**src/rtl/pkg_ft601_ctrl_defines.sv**
```systemverilog
// Shared definitions for the FT601 245-synchronous FIFO slave.
//   WIDTH_DATA / CNT_BE : bus data width and byte-enable lane count
//   ft601_slv_state_t   : slave bus FSM states
//   ft601_word_t        : one buffered bus word {data, be}
package pkg_ft601_ctrl_defines;

  localparam int unsigned WIDTH_DATA = 32;
  localparam int unsigned CNT_BE     = WIDTH_DATA / 8;

  typedef enum logic [1:0] {
    ST_IDLE  = 2'd0,
    ST_RD_TA = 2'd1,
    ST_RD    = 2'd2,
    ST_WR    = 2'd3
  } ft601_slv_state_t;

  typedef struct packed {
    logic [WIDTH_DATA-1:0] data;
    logic [CNT_BE-1:0]     be;
  } ft601_word_t;

endpackage

```
**src/rtl/ft601_slv_fifo.sv**
```systemverilog
// Synchronous first-word-fall-through buffer with registered head and flags.
//   clk_i, rst_i : clock, synchronous active-high reset
//   push_i/din_i : write request and payload (dropped when full unless popping)
//   pop_i        : read request (dropped when empty)
//   dout_o       : registered head word, valid whenever empty_o is low
//   count_o      : words held; full_o / empty_o registered from next count
module ft601_slv_fifo #(
  parameter int unsigned WIDTH = 36,
  parameter int unsigned DEPTH = 16
) (
  input  logic                       clk_i,
  input  logic                       rst_i,
  input  logic                       push_i,
  input  logic [WIDTH-1:0]           din_i,
  input  logic                       pop_i,
  output logic [WIDTH-1:0]           dout_o,
  output logic [$clog2(DEPTH):0]     count_o,
  output logic                       full_o,
  output logic                       empty_o
);

  localparam int unsigned AW = $clog2(DEPTH);
  localparam int unsigned CW = AW + 1;

  logic [WIDTH-1:0] mem_q [DEPTH];
  logic [AW-1:0]    wr_ptr_q, wr_ptr_d;
  logic [AW-1:0]    rd_ptr_q, rd_ptr_d;
  logic [CW-1:0]    count_q, count_d;
  logic [WIDTH-1:0] head_q, head_d;
  logic             full_q, empty_q;
  logic             push_ok, pop_ok;

  // A push at full is legal only when a pop frees the slot in the same cycle.
  always_comb begin
    pop_ok   = pop_i && !empty_q;
    push_ok  = push_i && (!full_q || pop_ok);
    wr_ptr_d = push_ok ? wr_ptr_q + AW'(1) : wr_ptr_q;
    rd_ptr_d = pop_ok  ? rd_ptr_q + AW'(1) : rd_ptr_q;
    count_d  = count_q + CW'(push_ok) - CW'(pop_ok);
    // Next head is the word being written when it lands at the new read slot.
    if (count_d == CW'(0)) begin
      head_d = head_q;
    end else if (push_ok && (rd_ptr_d == wr_ptr_q)) begin
      head_d = din_i;
    end else begin
      head_d = mem_q[rd_ptr_d];
    end
  end

  // Storage array: no reset, pointers define validity.
  always_ff @(posedge clk_i) begin
    if (push_ok) begin
      mem_q[wr_ptr_q] <= din_i;
    end
  end

  // Pointers, count, head and flags.
  always_ff @(posedge clk_i) begin
    if (rst_i) begin
      wr_ptr_q <= '0;
      rd_ptr_q <= '0;
      count_q  <= '0;
      head_q   <= '0;
      full_q   <= 1'b0;
      empty_q  <= 1'b1;
    end else begin
      wr_ptr_q <= wr_ptr_d;
      rd_ptr_q <= rd_ptr_d;
      count_q  <= count_d;
      head_q   <= head_d;
      full_q   <= (count_d == CW'(DEPTH));
      empty_q  <= (count_d == CW'(0));
    end
  end

  assign dout_o  = head_q;
  assign count_o = count_q;
  assign full_o  = full_q;
  assign empty_o = empty_q;

endmodule

```
**src/rtl/ft601_fifo_slv.sv**
```systemverilog
// FT601 245-synchronous FIFO slave: device end of the bus driven by an FPGA
// master. Optional flush pulse on SIWU_N enabled by macro FT601_SLV_SIWU_EN.
//   CLK, RESET                 : clock, synchronous active-high reset
//   DATA_I/BE_I, DATA_O/BE_O   : split shared bus, DATA_OE drives DATA_O/BE_O
//   TXE_N, RXF_N               : buffer status toward the master
//   WR_N, RD_N, OE_N, SIWU_N   : master strobes, active low
//   rx_wr_*, rx_full           : host push port toward the master (rx buffer)
//   tx_rd_*, tx_empty          : host pop port for master writes (tx buffer)
//   tx_siwu                    : one-cycle flush pulse
//   bus_err                    : sticky protocol error
module ft601_fifo_slv
  import pkg_ft601_ctrl_defines::*;
#(
  parameter int unsigned DEPTH = 16
) (
  input  logic                  CLK,
  input  logic                  RESET,
  input  logic [WIDTH_DATA-1:0] DATA_I,
  output logic [WIDTH_DATA-1:0] DATA_O,
  output logic                  DATA_OE,
  input  logic [CNT_BE-1:0]     BE_I,
  output logic [CNT_BE-1:0]     BE_O,
  output logic                  TXE_N,
  output logic                  RXF_N,
  input  logic                  WR_N,
  input  logic                  RD_N,
  input  logic                  OE_N,
  input  logic                  SIWU_N,
  input  logic                  rx_wr_en,
  input  logic [WIDTH_DATA-1:0] rx_wr_data,
  input  logic [CNT_BE-1:0]     rx_wr_be,
  output logic                  rx_full,
  input  logic                  tx_rd_en,
  output logic [WIDTH_DATA-1:0] tx_rd_data,
  output logic [CNT_BE-1:0]     tx_rd_be,
  output logic                  tx_empty,
  output logic                  tx_siwu,
  output logic                  bus_err
);

  localparam int unsigned CW = $clog2(DEPTH) + 1;
  localparam int unsigned WW = $bits(ft601_word_t);

  ft601_slv_state_t state_q, state_d;
  logic             data_oe_q, data_oe_d;
  logic             bus_err_q, bus_err_d;
  logic             rx_push, rx_pop, tx_push;
  logic             rx_full_w, rx_empty_w, tx_full_w, tx_empty_w;
  ft601_word_t      rx_din, rx_head, tx_din, tx_head;
  logic [CW-1:0]    rx_count, tx_count;
  logic             unused_cnt;

  // Bus FSM state and registered bus outputs.
  always_ff @(posedge CLK) begin
    if (RESET) begin
      state_q   <= ST_IDLE;
      data_oe_q <= 1'b0;
      bus_err_q <= 1'b0;
    end else begin
      state_q   <= state_d;
      data_oe_q <= data_oe_d;
      bus_err_q <= bus_err_d;
    end
  end

  // Next state, buffer strobes and error detection.
  always_comb begin
    state_d   = state_q;
    rx_pop    = 1'b0;
    tx_push   = 1'b0;
    bus_err_d = bus_err_q;
    case (state_q)
      ST_IDLE: begin
        if (!OE_N && !RXF_N) begin
          state_d = ST_RD_TA;
        end else if (!WR_N && OE_N) begin
          // The cycle that enters ST_WR already carries a valid word.
          state_d = ST_WR;
          tx_push = 1'b1;
        end
      end
      ST_RD_TA: begin
        state_d = ST_RD;
      end
      ST_RD: begin
        rx_pop = !RD_N && !RXF_N;
        if (OE_N) begin
          state_d = ST_IDLE;
        end
      end
      ST_WR: begin
        tx_push = !WR_N && OE_N;
        if (WR_N) begin
          state_d = ST_IDLE;
        end
      end
      default: begin
        state_d = ST_IDLE;
      end
    endcase
    // Drive the bus only while the master is reading.
    data_oe_d = (state_d == ST_RD);
    if ((!WR_N && !OE_N) || (!RD_N && (state_q != ST_RD)) || (!WR_N && TXE_N)) begin
      bus_err_d = 1'b1;
    end
  end

  assign rx_push = rx_wr_en && !rx_full_w;
  assign rx_din  = {rx_wr_data, rx_wr_be};
  assign tx_din  = {DATA_I, BE_I};

  // Host -> master buffer.
  ft601_slv_fifo #(
    .WIDTH (WW),
    .DEPTH (DEPTH)
  ) u_rx_fifo (
    .clk_i   (CLK),
    .rst_i   (RESET),
    .push_i  (rx_push),
    .din_i   (rx_din),
    .pop_i   (rx_pop),
    .dout_o  (rx_head),
    .count_o (rx_count),
    .full_o  (rx_full_w),
    .empty_o (rx_empty_w)
  );

  // Master -> host buffer; a host pop at full makes room for a same-cycle write.
  ft601_slv_fifo #(
    .WIDTH (WW),
    .DEPTH (DEPTH)
  ) u_tx_fifo (
    .clk_i   (CLK),
    .rst_i   (RESET),
    .push_i  (tx_push),
    .din_i   (tx_din),
    .pop_i   (tx_rd_en),
    .dout_o  (tx_head),
    .count_o (tx_count),
    .full_o  (tx_full_w),
    .empty_o (tx_empty_w)
  );

  assign unused_cnt = ^{rx_count, tx_count};

`ifdef FT601_SLV_SIWU_EN
  logic siwu_n_prev_q;
  logic tx_siwu_q;

  // One pulse per SIWU_N falling edge, only when there is something to flush.
  always_ff @(posedge CLK) begin
    if (RESET) begin
      siwu_n_prev_q <= 1'b1;
      tx_siwu_q     <= 1'b0;
    end else begin
      siwu_n_prev_q <= SIWU_N;
      tx_siwu_q     <= !SIWU_N && siwu_n_prev_q && (!tx_empty_w || tx_push);
    end
  end

  assign tx_siwu = tx_siwu_q;
`else
  logic unused_siwu;
  assign unused_siwu = SIWU_N;
  assign tx_siwu     = 1'b0;
`endif

  assign DATA_O     = rx_head.data;
  assign BE_O       = rx_head.be;
  assign DATA_OE    = data_oe_q;
  assign RXF_N      = rx_empty_w;
  assign TXE_N      = tx_full_w;
  assign rx_full    = rx_full_w;
  assign tx_rd_data = tx_head.data;
  assign tx_rd_be   = tx_head.be;
  assign tx_empty   = tx_empty_w;
  assign bus_err    = bus_err_q;

endmodule

```
**config.mk**
```make
export PLATFORM = sky130hd
export DESIGN_NAME = ft601_fifo_slv
export DESIGN_NICKNAME = d
export VERILOG_FILES = /design/src/rtl/pkg_ft601_ctrl_defines.sv /design/src/rtl/ft601_slv_fifo.sv /design/src/rtl/ft601_fifo_slv.sv
export SDC_FILE = /design/constraint.sdc
export NUM_CORES = 2
export LEC_CHECK = 0
export BUFFER_PORTS_ARGS = -buffer_cell sky130_fd_sc_hd__buf_2
export CORE_ASPECT_RATIO = 0.5
export CORE_MARGIN = 5
export CORE_UTILIZATION = 56
export DETAILED_ROUTE_END_ITERATION = 7
export PLACE_DENSITY = 0.82
export SYNTH_ARGS = -nofsm -noshare
export SYNTH_HDL_FRONTEND = slang
export SYNTH_SLANG_ARGS = --single-unit
```
**constraint.sdc**
```tcl
create_clock -name CLK -period 4.3 [get_ports CLK]
set_clock_uncertainty 0.05 [all_clocks]
set_input_delay 0.645 -clock CLK [delete_from_list [all_inputs] [get_ports CLK]]
set_output_delay 0.645 -clock CLK [all_outputs]
set_load 0.02 [all_outputs]
```
==> metrics.txt <==
status complete, no violations; Avg WL per Cell 27.3 um; crit-path max cell delay 0.99 ns; Hold Crit Start RD_N; Simple-Gate Fraction of Synth Area 0.0684; detailed placer's ending HPWL 69100 um; Compound-Gate Fraction of Synth Area 0.0712; worst skew pair latency 0.71 ns; DRT Wirelength 125000 um; post-synthesis async set-or-reset flop share 0; Final Non-Filler Cells 4585; RSZ-0062 raised after global routing yes; CTS tree built; hold_buf cts 0; Pre-antenna DRT Iters 6; hold slack 0.237 ns; Fin Setup TNS 0 ns; H-tree depth 3; synth top area cells edfxtp_1, mux4_2, dfxtp_1, mux2i_1, nand2_1; I/O pin total 159; CTS Buf Count 105; Die ar. 0.0967 mm2; Hold Crit Depth 4; max capacitance violation total 0; actual slew at the worst max-slew pin 1.34 ns; adder-cell share of the synthesized area 0.00698; worst path required time 4.87 ns; f_max 240 MHz; Hold Path End bus_err$_SDFFE_PP0P_; fill cell count 5733; Worst VDD drop 0.323 mV; CP max stage cell nor2_4; Mapped Nets 3236; FP Rows 77; Initial DRC Count 4153; final RePlAce weighted congestion 0.783; Syn Area/Cell 16.1 um2; Syn Std Cell Area 0.0505 mm2; post-synthesis mux area share 0.100; Slew Viols, Final 0; global-route usage over all layers 0.253; Final setup viols 0; fin nets 3406; Synth top area share 0.685; first-pass GRT wire length 187000 um; I/O Buffers 156; Main synth FF type edfxtp_1; largest family of logic cells by synthesized area multiplexers; Hold WC Path Type input port to flop; Post-synth EDFFs 1152; DR vias 30.4k; CP bufs+invs 1; via-per-instance ratio 6.64; Mapped Cells 3129; Reg-to-Reg End u_tx_fifo.dout_o[26]$_SDFFE_PP0P_; initial antenna violation count 10; layout cells sized above 1 0.191; CTS Root Buffer Type clkbuf_16; top cells by instance count after synthesis edfxtp_1, nand2_1, nand3_1; leakage 18.6 nW; count leader, synth edfxtp_1; worst relative slew slack 0.107; worst reg2reg startpoint state_q[1]$_SDFF_PP0_; initial core utilization 0.568; worst reg-to-reg path cell count 12; startpoint types flop; P&R area growth vs syn 12.9%; Worst Setup SP state_q[1]$_SDFF_PP0_; Placed Cells incl. Taps 4374; clk sinks 1258; slack of the worst reg-to-reg path 0.13 ns; Die Y 222 um; post-route ant nets 0; worst-path cell chain inv_1 > ha_1 > o211ai_1 > a21oi_1 > ha_1 > fa_1 > a21o_1 > a21oi_1 > xnor2_1 > a31o_2 > nor2_4 > a221o_1; Final period util 0.969; Critical Path AT 4.74 ns; largest net degree at the start of global routing 143; Seq/Total Area, Yosys 0.727; Crit Path Class flop to flop; Yosys top cell by area edfxtp_1; crit end category flop; CORE AREA 0.0889 mm2; warning count from the yosys run 0; xor/xnor cell area share of the yosys netlist 0.00661; Unique masters post-synth 62; Seq cells post-synth 1258; min Tclk post-route 4.17 ns; Fin. Hold Viols 0; Max Buffers Root-to-Sink 3; Worst-path clk slew 0.07 ns; Die X 435 um; vias in the first global route 30.9k; Worst Path Max Fanout 36; # DRC 0; Overflow after GRT 0; pwr/cell area 524 mW/mm2; critical path's top delay family compound AO/OA/AOI/OAI gates; PnR Total Power 29.9 mW
==> per-layer routing <==
layer  share of wire  GRT usage
met4           0.037      0.104
met3            0.11     0.0546
met5               0          0
met2            0.50      0.428
met1            0.36      0.323
==> worst max-delay path by stage <==
stage	endpoint	slack, ns	depth (start not counted)
after global routing	u_tx_fifo.dout_o[26]$_SDFFE_PP0P_	-0.001	12
after detailed placement	u_tx_fifo.dout_o[25]$_SDFFE_PP0P_	0.15	12
after CTS	u_tx_fifo.dout_o[26]$_SDFFE_PP0P_	0.14	12
after floorplan	u_rx_fifo.mem_q[3][0]$_DFFE_PP_	0.07	4
final	u_tx_fifo.dout_o[26]$_SDFFE_PP0P_	0.13	12
after global placement	u_rx_fifo.dout_o[4]$_SDFFE_PP0P_	0.27	16
==> state kept, by name (all words and copies together), names as in the netlist <==
register	flops
u_tx_fifo.empty_o	1
u_tx_fifo.dout_o	36
DATA_OE	1
bus_err	1
u_tx_fifo.wr_ptr_q	4
u_rx_fifo.full_o	1
u_tx_fifo.count_o	5
u_tx_fifo.full_o	1
u_rx_fifo.wr_ptr_q	4
u_tx_fifo.mem_q	576
u_rx_fifo.mem_q	576
u_rx_fifo.empty_o	1
state_q	2
u_rx_fifo.rd_ptr_q	4
u_rx_fifo.count_o	5
u_rx_fifo.dout_o	36
u_tx_fifo.rd_ptr_q	4
==> stage by stage <==
step	area, um2	setup WS (ns)	utilization
final	57000	0.133	0.641
after global routing	57000	-0.00128	0.641
after CTS	57000	0.145	0.641
after detailed placement	53500	0.155	0.602
after global placement	53500	0.274	0.602
after floorplan	50500	0.0725	-
==> cells in the final DEF, fill, tap and decap left out, drive strengths merged, types with 30 or more instances in the layout <==
cell / n
a21oi: 89
a221o: 36
a22oi: 152
a31oi: 32
a32oi: 30
and3: 35
buf: 268
clkbuf: 152
clkinv: 33
dfxtp: 106
edfxtp: 1152
inv: 32
mux2i: 181
mux4: 143
nand2: 359
nand3: 187
nand4: 42
nor2: 74
o21ai: 41
o2bb2ai: 36
==> tightest hold or removal path: stages <==
cell and delay, ns:
buf_2 0.11, nor2_1 0.09, nor3_1 0.05, nor2_1 0.07
==> power by group <==
group | total (mW) | internal [mW] | switching, mW
clock network | 9.61 | 5.24 | 4.37
registers | 14.3 | 14.0 | 0.337
logic | 5.97 | 2.25 | 3.72
total | 29.9 | 21.5 | 8.43
==> cell type report <==
cell class              instances  area [um2]  share of cell area
inverters                      26         100             0.00175
repair buffers                268        1910              0.0335
well taps                    1185        1480              0.0260
multi-input cells            1640       13300               0.233
clock inverters                47         469             0.00823
diodes                          9        22.5            0.000395
clock buffers                 152        3030              0.0530
flip-flops and latches       1258       36700               0.644
==> what timing repair did <==
item,CTS,global route
gates resized for setup,0,0
setup endpoints to repair,0,8
buffers inserted,0,2
==> logic make-up after synthesis <==
family,after synthesis
flip-flops,1258
AND/OR/NAND/NOR,758
AO/OA/AOI/OAI,493
multiplexers,327
buffers and inverters,232
XOR/XNOR,33
adder cells (fa/ha/maj),27
other,1
Note: power is estimated with default switching activity, not from simulation.
